--- src/rtl/seq_tx_pkg.sv ---
// Shared types and default configuration for the seq_pattern_tx serializer.
// The GAP state is only part of the encoding when SEQ_TX_GAP_EN is defined.
package seq_tx_pkg;

  localparam int unsigned SEQ_TX_W       = 4;
  localparam int unsigned SEQ_TX_RPT_W   = 4;
  localparam int unsigned SEQ_TX_GAP_LEN = 2;

`ifdef SEQ_TX_GAP_EN
  typedef enum logic [1:0] {
    S_IDLE  = 2'd0,
    S_SHIFT = 2'd1,
    S_GAP   = 2'd2,
    S_DONE  = 2'd3
  } state_t;
`else
  typedef enum logic [1:0] {
    S_IDLE  = 2'd0,
    S_SHIFT = 2'd1,
    S_DONE  = 2'd3
  } state_t;
`endif

endpackage

--- src/rtl/seq_pattern_tx_if.sv ---
// Request/stream bundle for seq_pattern_tx: master drives the request side,
// slave (the transmitter) drives the serial stream and status.
interface seq_pattern_tx_if
  import seq_tx_pkg::*;
#(
  parameter int unsigned W     = SEQ_TX_W,
  parameter int unsigned RPT_W = SEQ_TX_RPT_W
);

  logic             start;
  logic [W-1:0]     pattern;
  logic [RPT_W-1:0] reps;
  logic             abort;
  logic             dout;
  logic             dvalid;
  logic             dmark;
  logic             busy;
  logic             done;

  modport master (
    output start, pattern, reps, abort,
    input  dout, dvalid, dmark, busy, done
  );

  modport slave (
    input  start, pattern, reps, abort,
    output dout, dvalid, dmark, busy, done
  );

endinterface

--- src/rtl/seq_tx_shreg.sv ---
// Loadable MSB-first shift register; sout is the register MSB, so the
// serial output is a flop. Shifting fills with zeros.
module seq_tx_shreg #(
  parameter int unsigned W = 4
) (
  input  logic         clk,
  input  logic         reset,
  input  logic         clear,
  input  logic         load,
  input  logic         shift,
  input  logic [W-1:0] din,
  output logic         sout
);

  logic [W-1:0] sr;

  always_ff @(posedge clk) begin
    if (reset || clear) begin
      sr <= '0;
    end else if (load) begin
      sr <= din;
    end else if (shift) begin
      sr <= {sr[W-2:0], 1'b0};
    end
  end

  assign sout = sr[W-1];

endmodule

--- src/rtl/seq_pattern_tx.sv ---
// Serial pattern transmitter: sends a captured W-bit pattern MSB first, reps times.
// Build option SEQ_TX_GAP_EN inserts GAP_LEN idle-valid zero bits between repetitions.
module seq_pattern_tx
  import seq_tx_pkg::*;
#(
  parameter int unsigned W       = SEQ_TX_W,
  parameter int unsigned RPT_W   = SEQ_TX_RPT_W,
  parameter int unsigned GAP_LEN = SEQ_TX_GAP_LEN
) (
  input logic             clk,
  input logic             reset,
  seq_pattern_tx_if.slave tx
);

  localparam int unsigned     BW       = $clog2(W);
  localparam logic [BW-1:0]   BIT_LAST = BW'(W - 1);

  state_t           state, state_n;
  logic [BW-1:0]    bitcnt, bitcnt_n;
  logic [RPT_W-1:0] repcnt, repcnt_n;
  logic [W-1:0]     pattern_q, pattern_n;

  logic             sr_clear, sr_load, sr_shift, sr_out;
  logic [W-1:0]     sr_din;

  logic             dvalid_q, dmark_q, busy_q, done_q;
  logic             dvalid_d, dmark_d, busy_d, done_d;

`ifdef SEQ_TX_GAP_EN
  localparam int unsigned   GW       = (GAP_LEN > 1) ? $clog2(GAP_LEN) : 1;
  localparam logic [GW-1:0] GAP_LAST = GW'(GAP_LEN - 1);
  logic [GW-1:0]            gapcnt, gapcnt_n;
`else
  // GAP_LEN stays in the parameter list for instantiation compatibility only
  if (GAP_LEN == 0) begin : g_gap_unused
  end
`endif

  // State register; outputs are registered from the next-state decode
  always_ff @(posedge clk) begin
    if (reset) begin
      state     <= S_IDLE;
      bitcnt    <= '0;
      repcnt    <= '0;
      pattern_q <= '0;
      dvalid_q  <= 1'b0;
      dmark_q   <= 1'b0;
      busy_q    <= 1'b0;
      done_q    <= 1'b0;
`ifdef SEQ_TX_GAP_EN
      gapcnt    <= '0;
`endif
    end else begin
      state     <= state_n;
      bitcnt    <= bitcnt_n;
      repcnt    <= repcnt_n;
      pattern_q <= pattern_n;
      dvalid_q  <= dvalid_d;
      dmark_q   <= dmark_d;
      busy_q    <= busy_d;
      done_q    <= done_d;
`ifdef SEQ_TX_GAP_EN
      gapcnt    <= gapcnt_n;
`endif
    end
  end

  always_comb begin
    state_n   = state;
    bitcnt_n  = bitcnt;
    repcnt_n  = repcnt;
    pattern_n = pattern_q;
    sr_clear  = 1'b0;
    sr_load   = 1'b0;
    sr_shift  = 1'b0;
    sr_din    = pattern_q;
`ifdef SEQ_TX_GAP_EN
    gapcnt_n  = gapcnt;
`endif
    case (state)
      S_IDLE: begin
        if (!tx.abort && tx.start) begin
          if (tx.reps == '0) begin
            state_n = S_DONE;
          end else begin
            state_n   = S_SHIFT;
            pattern_n = tx.pattern;
            repcnt_n  = tx.reps;
            bitcnt_n  = '0;
            sr_din    = tx.pattern;
            sr_load   = 1'b1;
          end
        end
      end
      S_SHIFT: begin
        if (tx.abort) begin
          state_n  = S_IDLE;
          sr_clear = 1'b1;
          bitcnt_n = '0;
          repcnt_n = '0;
        end else if (bitcnt == BIT_LAST) begin
          bitcnt_n = '0;
          if (repcnt == RPT_W'(1)) begin
            state_n  = S_DONE;
            sr_clear = 1'b1;
            repcnt_n = '0;
          end else begin
            repcnt_n = repcnt - 1'b1;
`ifdef SEQ_TX_GAP_EN
            state_n  = S_GAP;
            sr_clear = 1'b1;
            gapcnt_n = '0;
`else
            sr_load  = 1'b1;
`endif
          end
        end else begin
          sr_shift = 1'b1;
          bitcnt_n = bitcnt + 1'b1;
        end
      end
`ifdef SEQ_TX_GAP_EN
      S_GAP: begin
        if (tx.abort) begin
          state_n  = S_IDLE;
          sr_clear = 1'b1;
          repcnt_n = '0;
          gapcnt_n = '0;
        end else if (gapcnt == GAP_LAST) begin
          state_n  = S_SHIFT;
          sr_load  = 1'b1;
          bitcnt_n = '0;
          gapcnt_n = '0;
        end else begin
          gapcnt_n = gapcnt + 1'b1;
        end
      end
`endif
      S_DONE: begin
        state_n = S_IDLE;
      end
      default: begin
        state_n  = S_IDLE;
        sr_clear = 1'b1;
      end
    endcase
  end

  always_comb begin
    dvalid_d = (state_n == S_SHIFT);
`ifdef SEQ_TX_GAP_EN
    dvalid_d = dvalid_d || (state_n == S_GAP);
`endif
    dmark_d  = (state_n == S_SHIFT) && (bitcnt_n == BIT_LAST);
    busy_d   = (state_n != S_IDLE);
    done_d   = (state_n == S_DONE);
  end

  seq_tx_shreg #(.W(W)) u_shreg (
    .clk   (clk),
    .reset (reset),
    .clear (sr_clear),
    .load  (sr_load),
    .shift (sr_shift),
    .din   (sr_din),
    .sout  (sr_out)
  );

  assign tx.dout   = sr_out;
  assign tx.dvalid = dvalid_q;
  assign tx.dmark  = dmark_q;
  assign tx.busy   = busy_q;
  assign tx.done   = done_q;

endmodule

--- src/flat_wrapper.sv ---
// flat-port wrapper written by rule: the top's interface ports become plain ports
module seq_pattern_tx_flat import seq_tx_pkg::*;
#(
  parameter int unsigned W       = SEQ_TX_W,
  parameter int unsigned RPT_W   = SEQ_TX_RPT_W,
  parameter int unsigned GAP_LEN = SEQ_TX_GAP_LEN
)
  (clk, reset, tx_start, tx_pattern, tx_reps, tx_abort, tx_dout, tx_dvalid, tx_dmark, tx_busy, tx_done);
  seq_pattern_tx_if #(.W(W), .RPT_W(RPT_W)) tx_i ();
  input logic clk;
  input logic reset;
  input wire logic [$bits(tx_i.start)-1:0] tx_start;
  input wire logic [$bits(tx_i.pattern)-1:0] tx_pattern;
  input wire logic [$bits(tx_i.reps)-1:0] tx_reps;
  input wire logic [$bits(tx_i.abort)-1:0] tx_abort;
  output wire logic [$bits(tx_i.dout)-1:0] tx_dout;
  output wire logic [$bits(tx_i.dvalid)-1:0] tx_dvalid;
  output wire logic [$bits(tx_i.dmark)-1:0] tx_dmark;
  output wire logic [$bits(tx_i.busy)-1:0] tx_busy;
  output wire logic [$bits(tx_i.done)-1:0] tx_done;
  assign tx_i.start = tx_start;
  assign tx_i.pattern = tx_pattern;
  assign tx_i.reps = tx_reps;
  assign tx_i.abort = tx_abort;
  assign tx_dout = tx_i.dout;
  assign tx_dvalid = tx_i.dvalid;
  assign tx_dmark = tx_i.dmark;
  assign tx_busy = tx_i.busy;
  assign tx_done = tx_i.done;
  seq_pattern_tx #(.W(W), .RPT_W(RPT_W), .GAP_LEN(GAP_LEN)) u_core (.clk(clk), .reset(reset), .tx(tx_i));
endmodule
--- config.mk ---
export PLATFORM = sky130hd
export DESIGN_NAME = seq_pattern_tx_flat
export DESIGN_NICKNAME = d
export VERILOG_FILES = /design/src/rtl/seq_tx_pkg.sv /design/src/rtl/seq_pattern_tx_if.sv /design/src/rtl/seq_tx_shreg.sv /design/src/rtl/seq_pattern_tx.sv /design/src/flat_wrapper.sv
export SDC_FILE = /design/constraint.sdc
export NUM_CORES = 1
export LEC_CHECK = 0
export CAP_MARGIN = 20
export CORE_MARGIN = 2
export CORE_UTILIZATION = 45
export CTS_BUF_LIST = sky130_fd_sc_hd__clkbuf_16
export CTS_CLUSTER_DIAMETER = 200
export DETAILED_ROUTE_END_ITERATION = 10
export PLACE_DENSITY = 0.74
export SLEW_MARGIN = 20
export SYNTH_ARGS = -nofsm -noshare
export SYNTH_HDL_FRONTEND = slang
export SYNTH_HIERARCHICAL = 1
export SYNTH_SLANG_ARGS = --single-unit
--- constraint.sdc ---
create_clock -name clk -period 4.7 [get_ports clk]
set_input_delay 0.94 -clock clk [delete_from_list [all_inputs] [get_ports clk]]
set_output_delay 0.94 -clock clk [all_outputs]
set_load 0.01 [all_outputs]
* After elaboration in Yosys (flattened, before gate mapping)
Cells that the tools add are included.
** Word-level totals
- Memories :: 0
- Bits in writable memories :: 0
- Memory bits (read-only) :: 0
- Latch bits :: 0
- Output and inout bits :: 5
- Register bits after elaboration :: 20
- Word-level logic and storage cells :: 67
- Bits of input ports :: 12
** Cells by class
- Shift-type cells :: 0
- Multipliers :: 0
- Reduce and logical (&&, ||, !) cells :: 11
- Eq/ne operators :: 10
- Order comparisons :: 0
- Div/mod/pow operators :: 0
- Bitwise operators :: 0
- Add/subtract/negate cells :: 2
- Mux-type cells :: 35
** Operators with widths (count)
- $mux W4 :: 10
- $mux W2 :: 9
- $mux W1 :: 11
- $eq A2 B2 Y1 const B :: 4
- $pmux W2 S2 :: 2
- $pmux W4 S2 :: 1
- $reduce_bool A2 Y1 :: 3
- $eq A2 B1 Y1 const B :: 2
- $eq A4 B1 Y1 const B :: 1
- $logic_not A4 Y1 :: 1
- $pmux W1 S2 :: 2
- $reduce_and A4 Y1 :: 1
- $sub A4 B1 Y4 const B :: 1
- $ne A3 B2 Y1 const B :: 1
- $add A2 B1 Y2 const B :: 1
- $logic_and A1 B1 Y1 :: 2
- $logic_not A2 Y1 :: 1
- $ne A2 B1 Y1 const B :: 1
- $ne A2 B2 Y1 const B :: 1
- $reduce_or A2 Y1 :: 1
- $logic_not A1 Y1 :: 1
- $logic_or A1 B1 Y1 :: 1

* Logic depth before layout (Yosys ltp)
Gate-level depths: netlist of run 1.
- Depth in word-level cells :: 7
- Mapped depth :: 8
- Gate-level depth less buffers :: 7

* Hierarchy
Netlist of run 1, hierarchy kept.
** Modules (own cells, without submodules)
- seq_pattern_tx :: seq. area each 320.3 µm², area an instance 867.1 µm², times used 1, cells an instance 90
- seq_tx_shreg :: seq. area each 80.1 µm², area an instance 190.2 µm², times used 1, cells an instance 17

* Least setup slack after synthesis of run 1
OpenSTA, ideal clock, no wires.
- Kind :: input -> register
- Start point :: input tx_reps[3]
- End point :: register u_core.u_shreg.sr[0]
- Path buffers :: 1
- Setup time :: 70 ps
- Data arrival time :: 2468 ps
- Cell stages on the path :: 6
- Required time :: 4630 ps
- Path slack :: 2162 ps
- Cells stage by stage :: or4_4 > and2_1 > buf_6 > a21o_2 > or3b_1 > a21boi_1
** Between the ends
- Word-level cells in the longest chain between the ends :: 5
- Elaborated cells on any way between the ends :: 9
- Classes of those cells :: mux (7); reduce/logical (2)
** RTL lines
- from (decl) :: line flat_wrapper.sv:14 : input wire logic [$bits(tx_i.reps)-1:0] tx_reps;
- $logic_not A4 Y1 (*) :: line seq_pattern_tx.sv:83 : if (tx.reps == '0) begin
- $mux W1 (*) :: line seq_pattern_tx.sv:83
- $mux W1 (*) :: line seq_pattern_tx.sv:82 : if (!tx.abort && tx.start) begin
- $pmux W1 S2 (*) :: line seq_pattern_tx.sv:80 : case (state)
- net u_core.sr_load :: line seq_pattern_tx.sv:23 : logic sr_clear, sr_load, sr_shift, sr_out;
- $mux W4 or $reduce_bool A2 Y1 (tied branches)
- to (signal assigned) :: line seq_tx_shreg.sv:21 : sr <= din;
- to (signal assigned) :: line seq_tx_shreg.sv:23 : sr <= {sr[W-2:0], 1'b0};
- to (decl) :: line seq_tx_shreg.sv:15 : logic [W-1:0] sr;
The timed path passes the listed nets; every way through them passes the cells marked *.
A chain may end at the register's enable or synchronous reset.

* Worst setup path in the final report of run 1
Same ends and word-level chain as after synthesis.

==> results.toml, run 1 <==
[pwr]
comb_power_share = 0.167
ir_drop_mv = 0.1836
p_int_mw = 0.3321
pwr-share-clk = 0.410
power.switching_mw = 0.1047
swShare = 0.2397
power_density_nw_per_um2 = 333.1
seqPwrFrac = 0.424
leakagePower_nw = 0.5410

[synth]
synth_compound_gate_area_share = 0.1929
netlist_instances = 107
synth-xor-area-share = 0
yosys-top-cells-area = "dfxtp_1 (38%), ha_1 (5.9%), mux2_4 (5.7%)"
synth.area.mux_share = 0.08876
netlist_top_cells_count = "dfxtp_1 (20), nor2_1 (11), inv_1 (8)"
syn_nets = 124
synthArstFlopShare = 0
seq_area_frac_synth = 0.3787
ys_ff_latch = 20
synthAdderAreaFrac = 0.05917
yosys.area_share.simple = 0.2331
yosysWarnings = 6
netlist.area_leader.share = 0.3787
ys_types = 40
synth_edf_count = 0
yosysMostFrequentCell = "dfxtp_1"
synth_ff_type = "dfxtp_1"
syn_area_per_cell_sq_um = 9.881
synth_top_family_by_area = "simple AND/OR/NAND/NOR gates"
synth_area_sq_um = 1057
yosysTopAreaCell = "dfxtp_1"

[critical_path]
worstReg2RegEnd = "u_core/u_shreg/sr[3]$_SDFFE_PP0P_"
end_kind = "flop"
cp_top_family = "simple AND/OR/NAND/NOR gates"
startpoint = "tx_reps[3]"
crit_cells = 6
r2r_slack_ps = 2670
reg2regPathDepth = 6
critical_path.endpoint = "u_core/u_shreg/sr[0]$_SDFFE_PP0P_"
path_cells = "clkdlybuf4s50_1 > or4_4 > and2_1 > a21o_2 > or3b_1 > a21boi_1"
path_class = "in -> reg"
crit_slowest_cell = "or4_4"
r2r_start = "u_core/state[1]$_SDFF_PP0_"
worstPathArrival_ps = 3000
crit_fanout = 8
start_kind = "input pin"
cpPeakStageDelay_ps = 580
crit_required_ps = 4890
crit_buf_inv = 1

[place]
portBuffers = 16
place_hpwl_um = 1524
placed_cells = 148
dp_slack_ps = 1643
gp_congestion = 0.7773

[drt]
drtAntennaViolNets = 0
via_count = 812
dr.pass1.iters = 4
drtIter0Drc = 17
drc = 0
routed_wl_um = 2071
wire_per_inst_um = 13.63
via_per_inst = 5.342

[sta]
tns_ps = 0
setup_viol_count_final = 0
max_freq_mhz = 355.8
slew-limit-headroom = 0.4760
fin_crit_sh = 0.5980
skew_ps = 1.392
rsz0062_at_grt = "no"
worstMarginPinSlew_ps = 783.6
hold_slack_ps = 530.3
setup_ws_ps = 1889
finalHoldViolCount = 0
period_minus_slack_ps = 2811
final_max_slew_viol_count = 0

[die]
die_x_um = 52.47
num_io_pins = 17
dieArea_sq_um = 2753
core-area_sq_um = 2212
start_util = 0.4779
die_height_um = 52.47
rows = 17

[clock_network]
clk_pin_slew_ps = 60
ctsHoldBuffers = 0
cts.path.max_buffers = 2
cts_root_buf = "clkbuf_16"
cts_tree = "done"
cts.sinks = 20
cts_setup_buffers = 0
cts_resized = 0
cts_max_level = 1
clkLatencyLatePin_ps = 250
cts_buffers = 3

[grt]
grt_pass1_wl_um = 3325
grt_pass1_vias = 785
antenna_found_initial = 0
grt_usage = 0.1717
overflow = 0
grt_start_max_net_pins = 16

[layout]
utilization = 0.5928
area_delta_synth_final_pct = 24.02
final.fill_count = 199
n_antenna_cell = 0
final_nets = 142
drive_above_1_share = 0.1532
stdcell_count = 152

[run]
cap_viol_max_count = 0

[worst_hold_path]
min_path_type = "reg -> reg"

[outcome]
status = "complete, no violations"
==> sequential cells by signal (all words and copies together) (netlist names) <==
signal	count
u_core/pattern_q	4
u_core/repcnt	4
u_core/u_shreg/sr	4
u_core/bitcnt	2
u_core/state	2
u_core/tx.busy	1
u_core/tx.dmark	1
u_core/tx.done	1
u_core/tx.dvalid	1
==> cells by family (layout without fill, tap and decap cells) <==
| logic type | count (synthesis) | after routing |
|---|---|---|
| AND/OR/NAND/NOR | 38 | 38 |
| AO/OA/AOI/OAI | 26 | 26 |
| flip-flops | 20 | 20 |
| buffers and inverters | 11 | 28 |
| multiplexers | 7 | 7 |
| adder cells (fa/ha/maj) | 5 | 5 |
==> cell type report <==
cell class,instances,area (sq um),share of cell area
multi-input cells,76,606.8,0.4628
well taps,28,35.03,0.02672
clock inverters,1,3.754,0.002863
repair buffers,16,160.2,0.1221
flip-flops and latches,20,400.4,0.3053
clock buffers,3,75.07,0.05725
inverters,8,30.03,0.02290
==> cells in the final DEF, fill, tap and decap left out, types with 3 or more instances in the layout <==
cell,count
o211a_1,3
mux2_4,4
o21ai_0,3
a21oi_1,4
clkbuf_16,3
dfxtp_1,20
ha_1,5
nor2b_1,3
clkdlybuf4s50_1,16
nand2_1,4
mux2_2,3
a2111oi_0,3
nor2_1,11
or2b_1,3
inv_1,8
nor2b_4,4
==> tightest hold or removal path: cells and delay by family, from the launching register on <==
| family | cells | cell delay [ps] |
|---|---|---|
| AO/OA/AOI/OAI | 1 | 60 |
| buffers and inverters | 1 | 80 |
| flip-flops | 1 | 330 |
==> stage by stage <==
stage / area, sq um / total power [mW]
3_3_place_gp: 1232 / 0.2596
6_report: 1311 / 0.4368
4_1_cts: 1311 / 0.4409
5_1_grt: 1311 / 0.4534
2_1_floorplan: 1057 / 0.2372
3_5_place_dp: 1232 / 0.2608
==> power by group through the flow <==
stage	combinational, mW	clock (mW)	sequential, mW
after floorplan	0.0489	0	0.188
after CTS	0.0726	0.183	0.185
final	0.0728	0.179	0.185
after global placement	0.0713	0	0.188
after detailed placement	0.0721	0	0.189
after global routing	0.0793	0.188	0.186
==> routing by layer <==
layer  part of all wire  track usage  up-vias
li1                   -            -      422
met2               0.45       0.2708       26
met4              0.025       0.1282        0
met3              0.058      0.05714        5
met5                  0            0        -
met1               0.47       0.1890      359
==> worst min path at each step <==
stage	start	end	slack, ps	cells after the start
finish	u_core/repcnt[0]$_SDFFE_PP0P_	u_core/repcnt[0]$_SDFFE_PP0P_	530	2
global route	u_core/repcnt[1]$_SDFFE_PP0P_	u_core/repcnt[1]$_SDFFE_PP0P_	570	2
CTS	u_core/repcnt[0]$_SDFFE_PP0P_	u_core/repcnt[0]$_SDFFE_PP0P_	530	2
detailed placement	u_core/repcnt[0]$_SDFFE_PP0P_	u_core/repcnt[0]$_SDFFE_PP0P_	520	2
global placement	u_core/repcnt[1]$_SDFFE_PP0P_	u_core/repcnt[1]$_SDFFE_PP0P_	500	2
floorplan	u_core/repcnt[1]$_SDFFE_PP0P_	u_core/repcnt[1]$_SDFFE_PP0P_	480	2
No activity file was read; power rests on OpenSTA's default activity.
==> run 2: changes to the inputs <==
PLACE_DENSITY = 0.77   (was 0.74)
clock period = 2.4 ns   (was 4.7 ns; I/O delays follow)
==> run 2 against run 1 <==
Compared with the run above:
- via count increased by 8.4%
- register-to-register slack got worse by 2200 ps
- critical endpoint unchanged
- global-route usage increased by 1.7 points
- cell count increased by 5.3%
- critical path depth unchanged
- first-iteration DRC count decreased by 5.9%
- clock skew increased by 1.8 ps
- count of clock-buffer cells in the layout unchanged
- largest power group unchanged
- worst hold slack got worse by 5.6 ps
==> results.toml, run 2 (synthesis gave the netlist of run 1 again) <==
[outcome]
status = "complete, no violations"

[critical_path]
worstReg2RegEnd = "u_core/u_shreg/sr[1]$_SDFFE_PP0P_"
end_kind = "flop"
path_class = "in -> reg"
reg2regPathDepth = 7
start_kind = "input pin"
r2r_slack_ps = 430
worstPathArrival_ps = 2430
crit_fanout = 5
crit_required_ps = 2590
r2r_start = "u_core/state[1]$_SDFF_PP0_"

[layout]
area_delta_synth_final_pct = 29.70
final_area_sq_um = 1371
final_cell_mix = "dfxtp_1 (20), clkdlybuf4s50_1 (16), nor2_1 (11)"
utilization = 0.6199
stdcell_count = 160
reg_top3 = "u_core/pattern_q (4), u_core/repcnt (4), u_core/u_shreg/sr (4)"
final_nets = 150
mostFrequentLayoutCell = "dfxtp_1"
n_antenna_cell = 0
drive_above_1_share = 0.2045

[clock_network]
cts_buffers = 3
cts_resized = 0
cts_root_buf = "clkbuf_16"
ctsHoldBuffers = 0
cts.path.max_buffers = 2
cts_setup_buffers = 0
cts_tree = "done"
clk_pin_slew_ps = 60
cts.sinks = 20
cts_max_level = 1
clkLatencyLatePin_ps = 250

[die]
dieArea_sq_um = 2753
die_x_um = 52.47
die_height_um = 52.47
start_util = 0.4779
num_io_pins = 17
rows = 17
core-area_sq_um = 2212

[place]
dp_slack_ps = -102.8
gp_congestion = 0.9175
dpl_cell_area_sq_um = 1292
placed_cells = 156
place_hpwl_um = 1686
portBuffers = 16

[worst_hold_path]
min_path_type = "reg -> reg"
hold_depth = 2
worst_hold_path.endpoint = "u_core/repcnt[1]$_SDFFE_PP0P_"
holdCritStartpoint = "u_core/repcnt[1]$_SDFFE_PP0P_"

[drt]
drtAntennaViolNets = 0
drtIter0Drc = 16
drc = 0
dr.pass1.iters = 4
via_count = 880
wire_per_inst_um = 14.03
via_per_inst = 5.500
routed_wl_um = 2244

[grt]
grt_pass1_vias = 843
grt_start_max_net_pins = 13
overflow = 0
antenna_found_initial = 0
grt_usage = 0.1883
grt_pass1_wl_um = 3753

[sta]
skew_ps = 3.174
max_freq_mhz = 447.1
setup_ws_ps = 163.5
period_minus_slack_ps = 2237
final_max_slew_viol_count = 0
hold_slack_ps = 524.7
slew-limit-headroom = 0.6164
fin_crit_sh = 0.9319
worstMarginPinSlew_ps = 573.2
rsz0062_at_grt = "no"
finalHoldViolCount = 0
setup_viol_count_final = 0
tns_ps = 0

[run]
cap_viol_max_count = 0

[pwr]
leakagePower_nw = 0.5791
power_mw = 0.8645
ir_drop_mv = 0.3099
power_density_nw_per_um2 = 630.4
[run 2: cell count changes in the layout (fill, tap and decap cells not counted)]
| cell | before | now |
|---|---|---|
| buf_4 | 0 | 8 |
[run 2: worst max path at each step]
stage | startpoint | endpoint | slack, ps
after detailed placement | tx_reps[3] | u_core/u_shreg/sr[0]$_SDFFE_PP0P_ | -100
after floorplan | tx_reps[3] | u_core/u_shreg/sr[0]$_SDFFE_PP0P_ | 320
after CTS | tx_reps[3] | u_core/u_shreg/sr[0]$_SDFFE_PP0P_ | 160
after global routing | tx_reps[3] | u_core/u_shreg/sr[0]$_SDFFE_PP0P_ | 110
final | tx_reps[3] | u_core/u_shreg/sr[0]$_SDFFE_PP0P_ | 160
after global placement | tx_reps[3] | u_core/u_shreg/sr[0]$_SDFFE_PP0P_ | -50
[run 2: report_power, final]
group	internal, mW	total, mW	switching (mW)
registers	0.351	0.363	0.0115
clock network	0.222	0.346	0.124
logic	0.0859	0.156	0.0699
[run 2: final cells by class]
type,count,area (sq um)
clock inverters,1,3.754
well taps,28,35.03
repair buffers,24,220.2
fillers,201,840.8
clock buffers,3,75.07
inverters,8,30.03
multi-input cells,76,606.8
flip-flops and latches,20,400.4
[run 2: critical path: stages]
cell	delay (ps)
clkdlybuf4s50_1	430
or4_4	560
and2_1	240
a21o_2	220
or3b_1	360
a21boi_1	130
[run 2: per-layer routing]
metal / share of wire / track usage
met1: 0.47 / 0.2469
met5: 0 / 0
met3: 0.037 / 0.03714
met4: 0.017 / 0.08974
met2: 0.47 / 0.2938
